File: config.mk
export PLATFORM = sky130hd
export DESIGN_NAME = multicyc_exec
export DESIGN_NICKNAME = d
export VERILOG_FILES = /design/src/rtl/multicyc_exec_pkg.sv /design/src/rtl/multicyc_div.sv /design/src/rtl/multicyc_exec.sv
export SDC_FILE = /design/constraint.sdc
export NUM_CORES = 2
export LEC_CHECK = 0
export BUFFER_PORTS_ARGS = -buffer_cell sky130_fd_sc_hd__buf_2
export CORE_ASPECT_RATIO = 0.75
export CORE_MARGIN = 2
export CORE_UTILIZATION = 30
export DETAILED_ROUTE_END_ITERATION = 7
export GPL_ROUTABILITY_DRIVEN = 0
export SYNTH_ARGS = -nofsm -noshare
export SYNTH_HDL_FRONTEND = slang
export SYNTH_HIERARCHICAL = 1
export SYNTH_SLANG_ARGS = --single-unit
export TNS_END_PERCENT = 50
File: constraint.sdc
create_clock -name clk -period 35.3 [get_ports clk]
set_clock_uncertainty 0.1 [all_clocks]
set_input_delay 0 -clock clk [delete_from_list [all_inputs] [get_ports clk]]
set_output_delay 0 -clock clk [all_outputs]
set_load 0.01 [all_outputs]
File: src/rtl/multicyc_exec_pkg.sv
// Shared CPU definitions for the multicycle-execute request/response pair:
// operation codes, request/response records, FSM states and op-class helpers.
package multicyc_exec_pkg;

    typedef enum logic [3:0] {
        OP_NONE  = 4'd0,
        OP_MULT  = 4'd1,
        OP_MULTU = 4'd2,
        OP_MADD  = 4'd3,
        OP_MADDU = 4'd4,
        OP_MSUB  = 4'd5,
        OP_MSUBU = 4'd6,
        OP_MUL   = 4'd7,
        OP_DIV   = 4'd8,
        OP_DIVU  = 4'd9,
        OP_MTHI  = 4'd10,
        OP_MTLO  = 4'd11
    } oper_t;

    typedef struct packed {
        oper_t       op;
        logic        is_multicyc;
        logic [63:0] hilo;
        logic [31:0] reg0;
        logic [31:0] reg1;
    } multicyc_req_t;

    typedef struct packed {
        logic        ready;
        logic        valid;
        logic [63:0] hilo;
    } multicyc_resp_t;

    typedef enum logic [2:0] {
        S_IDLE     = 3'd0,
        S_MUL_WAIT = 3'd1,
        S_DIV_CALC = 3'd2,
        S_DIV_FIX  = 3'd3,
        S_DONE     = 3'd4
    } multicyc_state_t;

    function automatic logic is_mul_op(input oper_t op);
        return op inside {OP_MULT, OP_MULTU, OP_MADD, OP_MADDU, OP_MSUB, OP_MSUBU, OP_MUL};
    endfunction

    function automatic logic is_div_op(input oper_t op);
        return op inside {OP_DIV, OP_DIVU};
    endfunction

    function automatic logic is_signed_op(input oper_t op);
        return op inside {OP_MULT, OP_MADD, OP_MSUB, OP_MUL, OP_DIV};
    endfunction

endpackage

File: src/rtl/multicyc_div.sv
// Iterative radix-2 restoring divider: one quotient bit per cycle on magnitudes,
// followed by a single sign-fix cycle in which done is asserted.
module multicyc_div
    import multicyc_exec_pkg::*;
#(
    parameter int DIV_ITER = 32
) (
    input  logic        clk,
    input  logic        rst,
    input  logic        abort,
    input  logic        start,
    input  logic        signed_op,
    input  logic [31:0] dividend,
    input  logic [31:0] divisor,
    output logic        done,
    output logic [31:0] quotient,
    output logic [31:0] remainder
);

    localparam int IT_W = $clog2(DIV_ITER + 1);
    localparam logic [IT_W-1:0] ITER_LAST = IT_W'(DIV_ITER - 1);

    multicyc_state_t phase_q, phase_d;
    logic [IT_W-1:0] iter_q, iter_d;
    logic [31:0]     quo_q, quo_d;
    logic [31:0]     rem_q, rem_d;
    logic [31:0]     dsr_q, dsr_d;
    logic            neg_quo_q, neg_quo_d;
    logic            neg_rem_q, neg_rem_d;

    logic            dvd_neg, dsr_neg;
    logic [32:0]     rem_shift;

    assign dvd_neg   = signed_op & dividend[31];
    assign dsr_neg   = signed_op & divisor[31];
    assign rem_shift = {rem_q, quo_q[31]};

    // NOTE: every signal written in an always_comb gets a default first, so no
    // path through the case can leave it unassigned and infer a latch.
    always_comb begin
        phase_d   = phase_q;
        iter_d    = iter_q;
        quo_d     = quo_q;
        rem_d     = rem_q;
        dsr_d     = dsr_q;
        neg_quo_d = neg_quo_q;
        neg_rem_d = neg_rem_q;
        unique case (phase_q)
            S_IDLE: begin
                if (start) begin
                    quo_d     = dvd_neg ? -dividend : dividend;
                    dsr_d     = dsr_neg ? -divisor : divisor;
                    rem_d     = '0;
                    neg_quo_d = dvd_neg ^ dsr_neg;
                    neg_rem_d = dvd_neg;
                    iter_d    = '0;
                    phase_d   = S_DIV_CALC;
                end
            end
            S_DIV_CALC: begin
                // A zero divisor always "fits", yielding all-ones and rem = dividend.
                if (rem_shift >= {1'b0, dsr_q}) begin
                    rem_d = rem_shift[31:0] - dsr_q;
                    quo_d = {quo_q[30:0], 1'b1};
                end else begin
                    rem_d = rem_shift[31:0];
                    quo_d = {quo_q[30:0], 1'b0};
                end
                if (iter_q == ITER_LAST) begin
                    phase_d = S_DIV_FIX;
                end else begin
                    iter_d = iter_q + 1'b1;
                end
            end
            S_DIV_FIX: phase_d = S_IDLE;
            default:   phase_d = S_IDLE;
        endcase
        if (abort) begin
            phase_d = S_IDLE;
        end
    end

    // NOTE: sequential state uses non-blocking assignments so every register
    // samples its pre-edge inputs regardless of statement order.
    always_ff @(posedge clk) begin
        if (rst) begin
            phase_q   <= S_IDLE;
            iter_q    <= '0;
            quo_q     <= '0;
            rem_q     <= '0;
            dsr_q     <= '0;
            neg_quo_q <= 1'b0;
            neg_rem_q <= 1'b0;
        end else begin
            phase_q   <= phase_d;
            iter_q    <= iter_d;
            quo_q     <= quo_d;
            rem_q     <= rem_d;
            dsr_q     <= dsr_d;
            neg_quo_q <= neg_quo_d;
            neg_rem_q <= neg_rem_d;
        end
    end

    assign done      = (phase_q == S_DIV_FIX);
    assign quotient  = neg_quo_q ? -quo_q : quo_q;
    assign remainder = neg_rem_q ? -rem_q : rem_q;

endmodule

File: src/rtl/multicyc_exec.sv
// Multicycle-execute responder: pipelined multiply/accumulate, iterative divide,
// and combinational pass-through of HI/LO when no multicycle op is requested.
module multicyc_exec
    import multicyc_exec_pkg::*;
#(
    parameter int MUL_CYCLES = 3,
    parameter int DIV_ITER   = 32
) (
    input  logic           clk,
    input  logic           rst,
    input  logic           flush,
    input  logic           stall,
    input  multicyc_req_t  req,
    output multicyc_resp_t resp
);

    localparam int CNT_MAX = (MUL_CYCLES > DIV_ITER) ? MUL_CYCLES : DIV_ITER;
    localparam int CNT_W   = $clog2(CNT_MAX + 1);
    localparam logic [CNT_W-1:0] MUL_LAST = CNT_W'(MUL_CYCLES - 2);
    localparam logic [CNT_W-1:0] DIV_LAST = CNT_W'(DIV_ITER - 1);

    multicyc_state_t state_q, state_d;
    logic [CNT_W-1:0] cnt_q, cnt_d;
    logic [63:0]      result_q, result_d;
    logic             accept;

    logic [63:0]      mul_a, mul_b, mul_prod, mul_res0, mul_res;
    logic             div_done;
    logic [31:0]      div_quo, div_rem;

    // Sign- or zero-extend to 64 bits; the low 64 product bits are then correct for both.
    always_comb begin
        mul_a    = {{32{is_signed_op(req.op) & req.reg0[31]}}, req.reg0};
        mul_b    = {{32{is_signed_op(req.op) & req.reg1[31]}}, req.reg1};
        mul_prod = mul_a * mul_b;
        unique case (req.op)
            OP_MADD, OP_MADDU: mul_res0 = req.hilo + mul_prod;
            OP_MSUB, OP_MSUBU: mul_res0 = req.hilo - mul_prod;
            default:           mul_res0 = mul_prod;
        endcase
    end

    generate
        if (MUL_CYCLES > 1) begin : g_mul_pipe
            logic [63:0] pipe_q [MUL_CYCLES-1];
            // NOTE: datapath pipeline registers carry no reset; only the FSM decides
            // when their contents are meaningful, and this keeps them DSP-packable.
            always_ff @(posedge clk) begin
                pipe_q[0] <= mul_res0;
                for (int i = 1; i < MUL_CYCLES - 1; i++) begin
                    pipe_q[i] <= pipe_q[i-1];
                end
            end
            assign mul_res = pipe_q[MUL_CYCLES-2];
        end else begin : g_mul_comb
            assign mul_res = mul_res0;
        end
    endgenerate

    multicyc_div #(
        .DIV_ITER (DIV_ITER)
    ) u_div (
        .clk       (clk),
        .rst       (rst),
        .abort     (flush),
        .start     (accept & is_div_op(req.op)),
        .signed_op (is_signed_op(req.op)),
        .dividend  (req.reg0),
        .divisor   (req.reg1),
        .done      (div_done),
        .quotient  (div_quo),
        .remainder (div_rem)
    );

    always_comb begin
        state_d  = state_q;
        cnt_d    = cnt_q;
        result_d = result_q;
        accept   = 1'b0;
        resp     = '0;
        unique case (state_q)
            S_IDLE: begin
                if (!req.is_multicyc) begin
                    resp.valid = 1'b1;
                    resp.ready = 1'b1;
                    resp.hilo  = req.hilo;
                end else if (!flush) begin
                    accept = 1'b1;
                    cnt_d  = '0;
                    if (is_mul_op(req.op)) begin
                        if (MUL_CYCLES == 1) begin
                            result_d = mul_res;
                            state_d  = S_DONE;
                        end else begin
                            state_d  = S_MUL_WAIT;
                        end
                    end else if (is_div_op(req.op)) begin
                        state_d = S_DIV_CALC;
                    end else begin
                        result_d = req.hilo;
                        state_d  = S_DONE;
                    end
                end
            end
            S_MUL_WAIT: begin
                if (cnt_q == MUL_LAST) begin
                    result_d = mul_res;
                    state_d  = S_DONE;
                end else begin
                    cnt_d = cnt_q + 1'b1;
                end
            end
            S_DIV_CALC: begin
                if (cnt_q == DIV_LAST) begin
                    state_d = S_DIV_FIX;
                end else begin
                    cnt_d = cnt_q + 1'b1;
                end
            end
            S_DIV_FIX: begin
                if (div_done) begin
                    result_d = {div_rem, div_quo};
                    state_d  = S_DONE;
                end
            end
            S_DONE: begin
                resp.valid = 1'b1;
                resp.ready = 1'b1;
                resp.hilo  = result_q;
                if (!stall) begin
                    state_d = S_IDLE;
                end
            end
            default: state_d = S_IDLE;
        endcase
        // Flush discards any in-flight work; IDLE pass-through above is left intact.
        if (flush) begin
            state_d  = S_IDLE;
            cnt_d    = '0;
            result_d = result_q;
            if (state_q != S_IDLE) begin
                resp = '0;
            end
        end
    end

    always_ff @(posedge clk) begin
        if (rst) begin
            state_q  <= S_IDLE;
            cnt_q    <= '0;
            result_q <= '0;
        end else begin
            state_q  <= state_d;
            cnt_q    <= cnt_d;
            result_q <= result_d;
        end
    end

endmodule
=== Word-level counts from Yosys, hierarchy flattened ===
Memory sizes are Yosys's and may differ from the RTL's.
Index checks and enable logic that the tools add are counted.

* Register bits: 180
* Memory bits (writable): 128
* Logic and storage cells: 118
* Memories: 1

* Add/sub/neg operators: 9
* Multiply operators: 1
* Order comparisons: 1
* Eq/ne operators: 30
* Multiplexer cells: 42
* Bitwise operators: 5
* Reduce and logical (&&, ||, !) cells: 19

{| class="wikitable"
|+ Memories
! memory !! depth !! bits a word !! rd ports !! clocked after Yosys merged registers in !! write ports !! line !! source
|-
| g_mul_pipe.pipe_q || 2 || 64 || 2 || 0 || 2 || multicyc_exec.sv:45 || <nowiki>logic [63:0] pipe_q [MUL_CYCLES-1];</nowiki>
|}

{| class="wikitable"
|+ Operators by type and width
! operator !! count
|-
| 64-bit two-way mux || 5
|-
| 32-bit two-way mux || 7
|-
| 66-bit two-way mux || 3
|-
| 64-bit one-hot mux with 3 select lines || 1
|-
| 66-bit one-hot mux with 2 select lines || 1
|-
| 32-bit negation || 4
|-
| 32-bit one-hot mux with 2 select lines || 2
|-
| 64-bit one-hot mux with 2 select lines || 1
|-
| 64-bit adder || 1
|-
| 33-bit by 33-bit multiplier with 64-bit output || 1
|-
| 64-bit subtractor || 1
|-
| 33-bit by 32-bit greater-or-equal comparator with 1-bit output || 1
|-
| 32-bit subtractor || 1
|-
| 6-bit two-way mux || 5
|-
| 3-bit two-way mux || 9
|-
| 2-bit inequality test, second input constant || 10
|-
| 6-bit one-hot mux with 3 select lines || 1
|-
| 4-bit by 3-bit == test with 1-bit output, second input constant || 4
|-
| 3-bit one-hot mux with 5 select lines || 1
|-
| 6-bit by 1-bit adder with 6-bit output, second input constant || 2
|-
| 3-bit by 2-bit == test with 1-bit output, second input constant || 4
|-
| 6-bit by 5-bit == test with 1-bit output, second input constant || 2
|-
| 6-bit one-hot mux with 2 select lines || 1
|-
| 3-bit nonzero test || 3
|-
| other kinds (22) || 36
|}

=== Longest topological paths before layout ===
* Depth in word-level cells: 6
* Gate-level depth with buffers: 47

=== Hierarchy ===
Netlist, hierarchy kept.

{| class="wikitable"
|+ By module, submodules not included
! module !! times used !! cells an instance !! area each (sq um) !! seq. area each (sq um)
|-
| multicyc_exec || 1 || 6,011 || 51,949.8 || 4,023.9
|-
| multicyc_div || 1 || 1,098 || 8,614.5 || 2,122.0
|}

=== Worst setup path after synthesis ===
Ideal clock, no wire load.

* Path kind: input to register
* Start point: in req[132] (netlist bit)
* End point: mem g_mul_pipe.pipe_q[0][63]
* Arrival: 11.038 ns
* Required time: 35.097 ns
* Setup slack: 24.058 ns
* Stages: 42
* Path buffers: 4
* Path through: clkbuf_1 > mux2_2 > and2_1 > clkbuf_1 > nand2_1 > inv_1 > fa_1 > inv_1 > fa_1 > inv_1 > fa_1 > fa_1 > inv_1 > fa_1 > fa_1 > fa_1 > fa_1 > inv_1 > (+6 left out) > a211oi_1 > nand3b_2 > or4_1 > or4_1 > o21ai_0 > xor2_1 > ha_1 > clkbuf_1 > and3_1 > nand4_1 > a311oi_1 > a211oi_1 > o31ai_1 > nor4b_1 > a41oi_1 > o2111ai_1 > mux4_2 > a2111oi_2

{| class="wikitable"
|+ RTL lines
! element !! line !! source
|-
| start: declaration || multicyc_exec.sv:13 || <nowiki>input multicyc_req_t req,</nowiki>
|-
| end: declaration || multicyc_exec.sv:45 ||
|}

==> flow_summary.yaml <==
placed_design:
  pre_cts_slack_ns: 22.16
  hpwlAfterDp_mm: 160
  port_buffers: 202
global_route:
  grt_max_degree: 100
  grt-ovfl-total: 0
  grtUsageTotal: 0.193
  grt_pass1_wl_mm: 309
  grt_pass1_vias: 51118
  antenna_found_initial: 18
route:
  route.detailed.drc: 9
  routedWlPerCell_microns: 20.6
  routed.top_layer: "met5"
  drt-total-wl_mm: 202
  wl_met1_mm: 91.5
  wl_met3_mm: 22.7
  viasPerCell: 5.24
  initialDrtViolationCount: 5157
  drtPass1Iterations: 8
  via_count: 51219
  wl_met2_mm: 83.3
  final_antenna_net_count: 0
yosys:
  synth_edf_count: 0
  synth_top_family_by_area: "adder cells"
  yosysWarnings: 6
  synth-compound-area-share: 0.127
  synth_mux_area_frac: 0.0138
  synth_nets: 8688
  synthXorXnorAreaFrac: 0.0467
  synth_cells: 7109
  yosys.area_share.simple: 0.175
  synth_top_area_share: 0.373
  async_reset_ff_frac: 0
  synth_largest_area_cell: "fa_1"
  synth-seq-cells: 307
  synth_cell_types: 115
  syn_area_sq_um: 60600
  synthTopCellsByArea: "fa_1, dfxtp_1, inv_1"
  synth_fa_ha_area_frac: 0.438
  synth_area_per_cell_sq_um: 8.52
  ys_seq_area_frac: 0.101
  ys.flop_type: "dfxtp_1"
timing:
  fmax_mhz: 76.0
  rsz0062_at_grt: "no"
  fin_crit_sh: 0.373
  worst_slew_pin_slew_ns: 1.23
  setup_viol: 0
  final.setup.worst_slack_ns: 22.14
  setup_tns_ns: 0
  relSlewSlack: 0.167
  finalHoldViolCount: 0
  slew_viol_final: 0
  fin_crit_ns: 13.16
clock_tree:
  cts_tree: "done"
  cts-resized-gates: 0
  max-clock-path-buffers: 3
  root_buffer: "clkbuf_16"
  cts_buffers: 34
  clock_latency_ns: 0.53
  path_clk_slew_ns: 0.06
  htreeDepth: 2
  cts.sinks: 307
  postCtsSetupBuffers: 0
die:
  core-area_sq_um: 200000
  die_y_microns: 393
  start_util: 0.302
  fp.dieW_microns: 523
  dieArea_sq_um: 206000
  top_level_ports: 203
  rows: 142
layout:
  mostFrequentLayoutCells: "inv_1, fa_1, nand2_1, nor2_1, ha_1"
  mostFrequentLayoutCell: "inv_1"
  areaGrowthSynthToFinish_pct: 8.64
  drive_gt1_frac: 0.0614
  nets: 8654
worst_setup_path:
  critPathLaunchType: "input port"
  cp_slowest_stage_delay_ns: 0.89
  end_kind: "flop"
  crit_top_cell: "fa_1"
  r2r-end: "result_q[38]"
  cp.required_ns: 35.62
  cp_max_fo: 30
  r2r_setup_slack_ns: 31.19
  crit_type: "input port to flop"
  cp_data_arrival_time_ns: 13.48
  reg2reg_depth: 8
  cp_slowest_cell: "mux2_2"
  worstReg2RegStart: "state_q[0]"
run_status:
  violations: "DRC"
  outcome: "finished, violations left"
min_path:
  hold-path-endpoint: "u_div/quo_q[28]"
  min_path_type: "input port to flop"
  whs_path_depth: 5
  min_from: "req[60]"
job:
  drv_cap: 0
cells by family after synthesis:
group                    count (synthesis)
adder cells (fa/ha/maj)               1442
multiplexers                            82
buffers and inverters                 1562
AO/OA/AOI/OAI                         1131
flip-flops                             307
AND/OR/NAND/NOR                       2262
XOR/XNOR                               323
worst max path at each step:
stage	endpoint	depth (start not counted)	startpoint
detailed placement	g_mul_pipe.pipe_q[0][63]	40	req[131]
finish	g_mul_pipe.pipe_q[0][63]	42	req[132]
global placement	g_mul_pipe.pipe_q[0][63]	40	req[131]
CTS	g_mul_pipe.pipe_q[0][63]	41	req[132]
global route	g_mul_pipe.pipe_q[0][63]	39	req[132]
floorplan	g_mul_pipe.pipe_q[0][63]	42	req[132]
worst max-delay path: cells and delay by family:
kind | cells | cell delay, ns
adders and majority gates | 10 | 4.65
xor gates and xnor gates | 1 | 0.18
buffers and inverters | 8 | 1.38
and+or+nand+nor | 9 | 2.85
muxes | 2 | 1.22
AOI/OAI and AO/OA | 12 | 3.17
Yosys cell counts (all sizes together) (9+ instances only):
cell type  count
a211oi       108
o21a          36
and2         307
nand3         66
nand2       1040
fa          1127
a311oi         9
o21bai        23
a222oi        30
o211ai        41
a22oi         67
or4           22
o41ai         12
and3          56
o31ai         49
a41oi         11
xor2         108
o311ai        10
o21ai        217
a31oi         34
buf           40
a2111oi        9
mux2i         80
a221oi        13
ha           315
nor2b         23
nor2         445
nor3          54
nand4         60
or2           26
xnor2        215
a21oi        287
a211o         13
or3           40
nor4          29
inv         1141
nor3b         10
nand2b        37
nand3b        11
a21o          81
dfxtp        307
o2111ai        9
clkbuf       381
final cells by class:
cell class	count	area [sq um]
fill	20722	134000
timing repair buffer	351	2310
multi-input combinational	5240	48500
tap	2664	3330
inverter	1141	4280
antenna	3	7.51
clock inverter	16	203
clock buffer	44	961
sequential	307	6150
repair_timing:
item                                    in CTS  in global routing
hold buffers                                72                  0
hold endpoints to repair                    93                  0
endpoints found under the setup margin       0                  0
stage by stage:
step	instances	instance area [sq um]	hold slack, ns	util
after floorplan	7109	60600	-0.0223	-
after global placement	9631	63900	0.210	0.319
after detailed placement	9631	63900	0.212	0.319
after CTS	9763	65800	0.0248	0.329
after global routing	9765	65800	0.0640	0.329
final	9766	65800	0.0514	0.329
state kept, by name, summed over array words and instances, names as in the netlist:
name / cells
g_mul_pipe.pipe_q: 128
u_div/phase_q: 2
state_q: 3
result_q: 64
u_div/dsr_q: 32
u_div/neg_quo_q: 1
u_div/iter_q: 6
u_div/quo_q: 32
u_div/neg_rem_q: 1
cnt_q: 6
u_div/rem_q: 32
routing by layer:
layer | vias to the layer above | global-route usage
met5 | - | 0
met4 | 26 | 0.0364
met3 | 247 | 0.0411
met2 | 2547 | 0.287
met1 | 25810 | 0.287
li1 | 22589 | -
Power is not shown: default switching activity piles up to over one toggle a cycle in this logic, so the estimate is an artifact.
